File: src/rtl/mvm_job_sched.sv
// mvm_job_sched: queues matrix-vector job descriptors and runs them one at a time on mvm
// Ports:
//   clk, rst            clock, asynchronous active-low reset
//   cmd_*               descriptor push (valid/ready), id and mvm parameters
//   mvm_*               launch pulse and held parameters to mvm; busy/valid back from mvm
//   done_valid/id/err   one-cycle completion report (err = rejected zero-length job)
//   stray_err           sticky flag for result beats seen while no job is running
//   pending, idle       FIFO occupancy and scheduler-quiescent status
module mvm_job_sched #(
  parameter int VEC_ADDRW  = 8,
  parameter int MAT_ADDRW  = 9,
  parameter int ID_W       = 4,
  parameter int FIFO_DEPTH = 4
) (
  input  logic                          clk,
  input  logic                          rst,
  input  logic                          cmd_valid,
  output logic                          cmd_ready,
  input  logic [ID_W-1:0]               cmd_id,
  input  logic [VEC_ADDRW-1:0]          cmd_vec_start_addr,
  input  logic [VEC_ADDRW:0]            cmd_vec_num_words,
  input  logic [MAT_ADDRW-1:0]          cmd_mat_start_addr,
  input  logic [MAT_ADDRW:0]            cmd_mat_num_rows,
  output logic                          mvm_start,
  output logic [VEC_ADDRW-1:0]          mvm_vec_start_addr,
  output logic [VEC_ADDRW:0]            mvm_vec_num_words,
  output logic [MAT_ADDRW-1:0]          mvm_mat_start_addr,
  output logic [MAT_ADDRW:0]            mvm_mat_num_rows_per_olane,
  input  logic                          mvm_busy,
  input  logic                          mvm_valid,
  output logic                          done_valid,
  output logic [ID_W-1:0]               done_id,
  output logic                          done_err,
  output logic                          stray_err,
  output logic [$clog2(FIFO_DEPTH):0]   pending,
  output logic                          idle
);
  localparam int PW = $clog2(FIFO_DEPTH);
  localparam int EW = ID_W + 2*VEC_ADDRW + 1 + 2*MAT_ADDRW + 1;
  typedef enum logic [1:0] {IDLE, LAUNCH, RUN, DONE} state_e;
  state_e                 state_q;
  logic [EW-1:0]          mem [FIFO_DEPTH];
  logic [PW-1:0]          wp_q, rp_q;
  logic [PW:0]            occ_q;
  logic [ID_W-1:0]        id_q, h_id;
  logic [VEC_ADDRW-1:0]   va_q, h_va;
  logic [VEC_ADDRW:0]     vw_q, h_vw;
  logic [MAT_ADDRW-1:0]   ma_q, h_ma;
  logic [MAT_ADDRW:0]     mr_q, h_mr, beat_q, beat_nx;
  logic                   err_q, start_q, done_q, stray_q;
  logic                   push, pop;
  assign cmd_ready = occ_q != (PW+1)'(FIFO_DEPTH);
  assign push      = cmd_valid && cmd_ready;
  assign pop       = state_q == IDLE && occ_q != '0 && !mvm_busy;
  assign {h_id, h_va, h_vw, h_ma, h_mr} = mem[rp_q];
  assign beat_nx   = beat_q + (MAT_ADDRW+1)'(1);
  assign mvm_start                  = start_q;
  assign mvm_vec_start_addr         = va_q;
  assign mvm_vec_num_words          = vw_q;
  assign mvm_mat_start_addr         = ma_q;
  assign mvm_mat_num_rows_per_olane = mr_q;
  assign done_valid = done_q;
  assign done_id    = id_q;
  assign done_err   = err_q;
  assign stray_err  = stray_q;
  assign pending    = occ_q;
  assign idle       = state_q == IDLE && occ_q == '0;
  // Storage needs no reset: occupancy alone decides which entries are live.
  always_ff @(posedge clk) begin
    if (push) mem[wp_q] <= {cmd_id, cmd_vec_start_addr, cmd_vec_num_words,
                            cmd_mat_start_addr, cmd_mat_num_rows};
  end
  always_ff @(posedge clk or negedge rst) begin
    if (!rst) begin
      wp_q  <= '0;
      rp_q  <= '0;
      occ_q <= '0;
    end else begin
      if (push) wp_q <= wp_q + PW'(1);
      if (pop) rp_q <= rp_q + PW'(1);
      occ_q <= occ_q + (PW+1)'(push) - (PW+1)'(pop);
    end
  end
  always_ff @(posedge clk or negedge rst) begin
    if (!rst) begin
      state_q <= IDLE;
      id_q    <= '0;
      va_q    <= '0;
      vw_q    <= '0;
      ma_q    <= '0;
      mr_q    <= '0;
      beat_q  <= '0;
      err_q   <= 1'b0;
      start_q <= 1'b0;
      done_q  <= 1'b0;
      stray_q <= 1'b0;
    end else begin
      start_q <= 1'b0;
      done_q  <= 1'b0;
      if (mvm_valid && state_q != RUN) stray_q <= 1'b1;
      case (state_q)
        IDLE: if (pop) begin
          {id_q, va_q, vw_q, ma_q, mr_q} <= mem[rp_q];
          // Zero-length jobs never reach mvm; they are reported straight away as errors.
          if (h_vw == '0 || h_mr == '0) begin
            err_q   <= 1'b1;
            done_q  <= 1'b1;
            state_q <= DONE;
          end else begin
            state_q <= LAUNCH;
          end
        end
        LAUNCH: begin
          beat_q  <= '0;
          start_q <= 1'b1;
          state_q <= RUN;
        end
        // Completion is counted from result beats; mvm_busy drops before its pipeline drains.
        RUN: if (mvm_valid) begin
          beat_q <= beat_nx;
          if (beat_nx == mr_q) begin
            done_q  <= 1'b1;
            state_q <= DONE;
          end
        end
        DONE: begin
          err_q   <= 1'b0;
          state_q <= IDLE;
        end
        default: state_q <= IDLE;
      endcase
    end
  end
endmodule
File: config.mk
export PLATFORM = sky130hd
export DESIGN_NAME = mvm_job_sched
export DESIGN_NICKNAME = d
export VERILOG_FILES = /design/src/rtl/mvm_job_sched.sv
export SDC_FILE = /design/constraint.sdc
export NUM_CORES = 1
export LEC_CHECK = 0
export ABC_AREA = 1
export CORE_ASPECT_RATIO = 0.8
export CORE_MARGIN = 4
export CORE_UTILIZATION = 45
export DETAILED_ROUTE_END_ITERATION = 10
export PLACE_DENSITY = 0.63
export SYNTH_ARGS = -nofsm -noshare
export SYNTH_HDL_FRONTEND = slang
export SYNTH_SLANG_ARGS = --single-unit
export TNS_END_PERCENT = 100
File: constraint.sdc
create_clock -name clk -period 4.5 [get_ports clk]
set_input_delay 0.9 -clock clk [delete_from_list [all_inputs] [get_ports clk]]
set_output_delay 0.9 -clock clk [all_outputs]
set_load 0.02 [all_outputs]
== Word level (Yosys, flattened, before mapping) ==
Memory sizes are Yosys's and may differ from the RTL's.
Cells that the tools add are included.

* Muxes and demuxes: 18
* Shift-type cells: 0
* Divide/modulo/power cells: 0
* Equal/unequal tests: 10
* Bitwise operators: 0
* Multiply operators: 0
* $lt $le $gt $ge: 0
* Reductions and logical operators: 18
* $add $sub $neg: 5

{| class="wikitable"
|+ Operators by type and width
! kind !! count
|-
| $pmux W10 S2 || 1
|-
| $add A10 B1 Y10 const B || 1
|-
| $eq A10 B10 Y1 || 1
|-
| $logic_not A10 Y1 || 1
|-
| $mux W10 || 1
|-
| $logic_not A9 Y1 || 1
|-
| $mux W1 || 9
|-
| $mux W2 || 4
|-
| $ne A2 B2 Y1 const B || 4
|-
| $pmux W2 S4 || 1
|-
| $reduce_and A3 Y1 || 2
|-
| $logic_and A1 B1 Y1 || 5
|-
| $add A2 B1 Y2 const B || 2
|-
| $eq A2 B2 Y1 const B || 2
|-
| $pmux W1 S2 || 2
|-
| $reduce_and A2 Y1 || 2
|-
| $reduce_bool A2 Y1 || 2
|-
| $add A3 B1 Y3 || 1
|-
| $logic_not A3 Y1 || 1
|-
| $ne A3 B3 Y1 const B || 1
|-
| $reduce_bool A3 Y1 || 1
|-
| $sub A3 B1 Y3 || 1
|-
| $eq A2 B1 Y1 const B || 1
|-
| $logic_not A2 Y1 || 1
|-
| 3 further kinds || 3
|}

* Memories kept: 1
* Memory bits (writable): 160
* Bits in read-only memories: 0
* Word-level logic and storage cells: 66
* Register bits: 63
* Input bits: 45
* Latch bits: 0

{| class="wikitable"
|+ Memories
! name !! depth !! bits a word !! rd ports !! clocked after Yosys merged registers in !! wr ports !! line !! text
|-
| mem || 4 || 40 || 1 || 0 || 1 || 42 || <nowiki>logic [EW-1:0] mem [FIFO_DEPTH];</nowiki>
|}

== Longest topological paths before layout ==
An unclocked memory read counts as a cell.

* Word-level depth: 6
* Depth in mapped cells: 14

== Worst setup path before layout ==
Ideal clock, no wire load.

* Kind: input-to-reg
* Start point: input cmd_valid
* End point: memory mem[0][0] (netlist name), enable pin
* Buffers on the path: 0
* Path slack: 1290 ps
* Required time: 4062 ps
* Stages on the path: 2
* Setup time: 438 ps
* Data arrival time: 2773 ps
* Path through: nand2_1 nor2_1

* Longest elaborated chain between the ends: 3

{| class="wikitable"
|+ Ends and longest elaborated chain
! what !! line !! text
|-
| start, declared || 17 || <nowiki>input logic cmd_valid,</nowiki>
|-
| $logic_and A1 B1 Y1 || 53 || <nowiki>assign push = cmd_valid && cmd_ready;</nowiki>
|-
| $mux W1 || 70 || <nowiki>if (push) mem[wp_q] <= {cmd_id, cmd_vec_start_addr, cmd_vec_num_words,</nowiki>
|-
| $mux W1 (implied by the code) || 70 ||
|-
| end, declared || 42 ||
|}

No other way between the ends.

== Worst setup path after layout ==
* Start point: register state_q[1]
* End point: output idle

* Longest elaborated chain between the ends: 2

{| class="wikitable"
|+ Ends and longest elaborated chain
! what !! line !! text
|-
| start, declared || 41 || <nowiki>state_e state_q;</nowiki>
|-
| start signal, assigned || 86 || <nowiki>state_q <= IDLE;</nowiki>
|-
| start signal, assigned || 108 || <nowiki>state_q <= DONE;</nowiki>
|-
| start signal, assigned || 110 || <nowiki>state_q <= LAUNCH;</nowiki>
|-
| $logic_not A2 Y1 || 67 || <nowiki>assign idle = state_q == IDLE && occ_q == '0;</nowiki>
|-
| $logic_and A1 B1 Y1 || 67 ||
|-
| end, declared || 36 || <nowiki>output logic idle</nowiki>
|}

No other way between the ends.

==> impl_metrics.tcl <==
set metrics [dict create \
    cts_tree "built" \
    synth_edf_count 160 \
    routed_wl_um 19010 \
    postRouteAntennaNets 0 \
    clock_path_buffers 3 \
    fmax_ghz 0.3212 \
    holdWs_ns 0.4528 \
    synth-seq-area-share 0.7030 \
    remaining_drc_errors 0 \
    synth_area_per_cell_um2 11.26 \
    routed_via_density 5.077 \
    synthTopCellsByCount "252 x nand2_1, 160 x edfxtp_1, 63 x dfrtp_1" \
    fin_crit_ns 3.113 \
    cap_violations 0 \
    powerDensity_nw_per_um2 688.0 \
    skew_ns 0.01318 \
    final_hold_viol_count 0 \
    fin_tns_setup_ns 0 \
    diodes 0 \
    die_w_um 166.8 \
    synthArstFlopShare 0.2825 \
    rows 46 \
    grt_pass1_vias 5906 \
    dieHeight_um 135.0 \
    port_buffers 93 \
    area_growth_pct 22.03 \
    multiInputGateArea_um2 2374 \
    power.leakage_nw 4.361 \
    regArea_um2 6382 \
    start_util 0.4585 \
    hold_path.class "register to register" \
    status "finished, final reports clean" \
    cts-root-buf "clkbuf_16" \
    grt_pass1_wl_um 30790 \
    synth_cells 806 \
    cts_made_buffers 23 \
    rsz0062_at_grt "no" \
    cp.required_ns 3.60 \
    clkLatencyLatePin_ns 0.51 \
    synthTopCellsByArea "edfxtp_1 53%, dfrtp_1 17%, nand2_1 10%" \
    drt_iter0_drc 568 \
    setup_viol 0 \
    post_cts_buffers 0 \
    synth-seq-cells 223 \
    worst_setup_path_start_kind "register" \
    dpl.hpwl_um 11470 \
    syn-num-nets 863 \
    postSynth.topFlopCell "edfxtp_1" \
    clkSinkCount 223 \
    synth_cell_types 33 \
    hold_buffers 0 \
    grt_usage 0.1687 \
    first_pass_iters 5 \
    slew_viol_final 0 \
    gp_congestion 0.8284 \
    grt_overflow 0 \
    synth_area_um2 9077 \
    grt_max_degree 84 \
    num_io_pins 94 \
    grt_antenna_before_repair 0 \
    critPathMaxFanout 5 \
    die_area_um2 22520 \
    yosysMostFrequentCell "nand2_1" \
    crit_type "register to output pin" \
    clkSlewWorstSetupHoldPaths_ns 0.06 \
    drive_above_1_share 0.07751 \
    max-slew-margin-rel 0.3361 \
    wire_per_inst_um 16.11 \
    period_share 0.6918 \
    endpoint_kind "output pin" \
    ir_drop_mv 0.3214 \
    tightest_slew_ns 0.9944 \
    htree_levels 1 \
    cts_resized 0 \
    fin_nets 956 \
    vias 5991 \
    core_um2 19800 \
    yosys_warnings 0 \
    synth_top_area_frac 0.5293 \
    crit_arrival_ns 2.21 \
    synth_top_area_cell "edfxtp_1" \
    fill_cells 1704 \
]
-- per-stage QoR --
step	instance area, µm²	total power, mW	utilization	worst slack, ns	std cells
finish	11080	7.620	0.5595	1.387	1180
global route	11080	8.123	0.5595	1.155	1180
CTS	11080	7.707	0.5595	1.362	1180
detailed placement	10250	5.638	0.5176	1.341	1138
global placement	10250	5.607	0.5176	1.372	1138
floorplan	9077	4.704	-	1.290	806
-- area by class of cell --
cell class	count	share of cell area
inverters	44	0.01491
well taps	264	0.02982
clock buffers	26	0.05569
repair buffers	102	0.08991
flip-flops and latches	223	0.5762
clock inverters	16	0.01920
multi-input cells	505	0.2143
-- path summary, 6_finish.rpt --
kind                            cells past startpoint  slack [ns]          to        from
worst max-delay path                                5        1.39        idle  state_q[1]
worst min-delay path                                1        0.45   stray_err   stray_err
worst max register to register                     10        1.98  state_q[1]  state_q[1]
worst min register to register                      1        0.45   stray_err   stray_err
max in group asynchronous                           1        3.37     rp_q[0]         rst
min in group asynchronous                           1        0.53   beat_q[5]         rst
-- logic make-up after synthesis --
group,count (synthesis),synth area share
AOI/OAI and AO/OA,100,0.05968
xor gates and xnor gates,5,0.004824
adders and majority gates,12,0.01737
buffers and inverters,78,0.03887
DFF,223,0.7030
and+or+nand+nor,388,0.1763
-- worst max-delay path, cell delays in order, from the launching register on --
cell	delay, ns
dfrtp_1	0.43
inv_1	0.09
ha_1	0.18
inv_1	0.12
nor4_1	0.24
clkdlybuf4s50_1	0.65
-- metal layers --
metal	global-route usage	part of all wire	vias to the layer above	wire [µm]
met2	0.2749	0.46	138	8690
met3	0.03044	0.051	28	976
li1	-	-	2939	-
met5	0	0	-	0
met4	0.03498	0.017	0	323
met1	0.2417	0.47	2886	9022
-- cells in the final DEF (no fill, tap or decap), types with 3 or more instances in the layout --
master,Yosys,final
o21ai_1,6,6
nand3b_1,4,4
clkdlybuf4s50_1,0,92
inv_2,4,4
xor2_1,4,4
clkbuf_16,0,23
bufinv_16,0,5
nor2_4,1,5
nand2_1,252,252
clkbuf_8,0,3
nor2_2,4,4
clkinv_2,0,7
inv_1,39,39
o22ai_1,27,27
dfrtp_1,63,62
nand4_1,5,5
nand2_2,4,4
nor2_1,59,55
ha_1,11,11
buf_4,3,10
edfxtp_1,160,160
nand3_1,54,54
o21ai_0,62,62
-- where the power goes --
group	internal, mW	switching (mW)
Clock	1.27	0.772
Sequential	2.76	0.235
Combinational	0.914	1.66
Total	4.95	2.67
-- registers in the layout (all words and copies together), names as in the netlist --
register,flops
mvm_mat_num_rows_per_olane,10
mvm_vec_start_addr,8
done_valid,1
rp_q,2
pending,3
done_id,4
mvm_vec_num_words,9
mem,160
stray_err,1
done_err,1
wp_q,2
state_q,2
mvm_start,1
mvm_mat_start_addr,9
beat_q,10
Note: power is estimated with default switching activity, not from simulation.
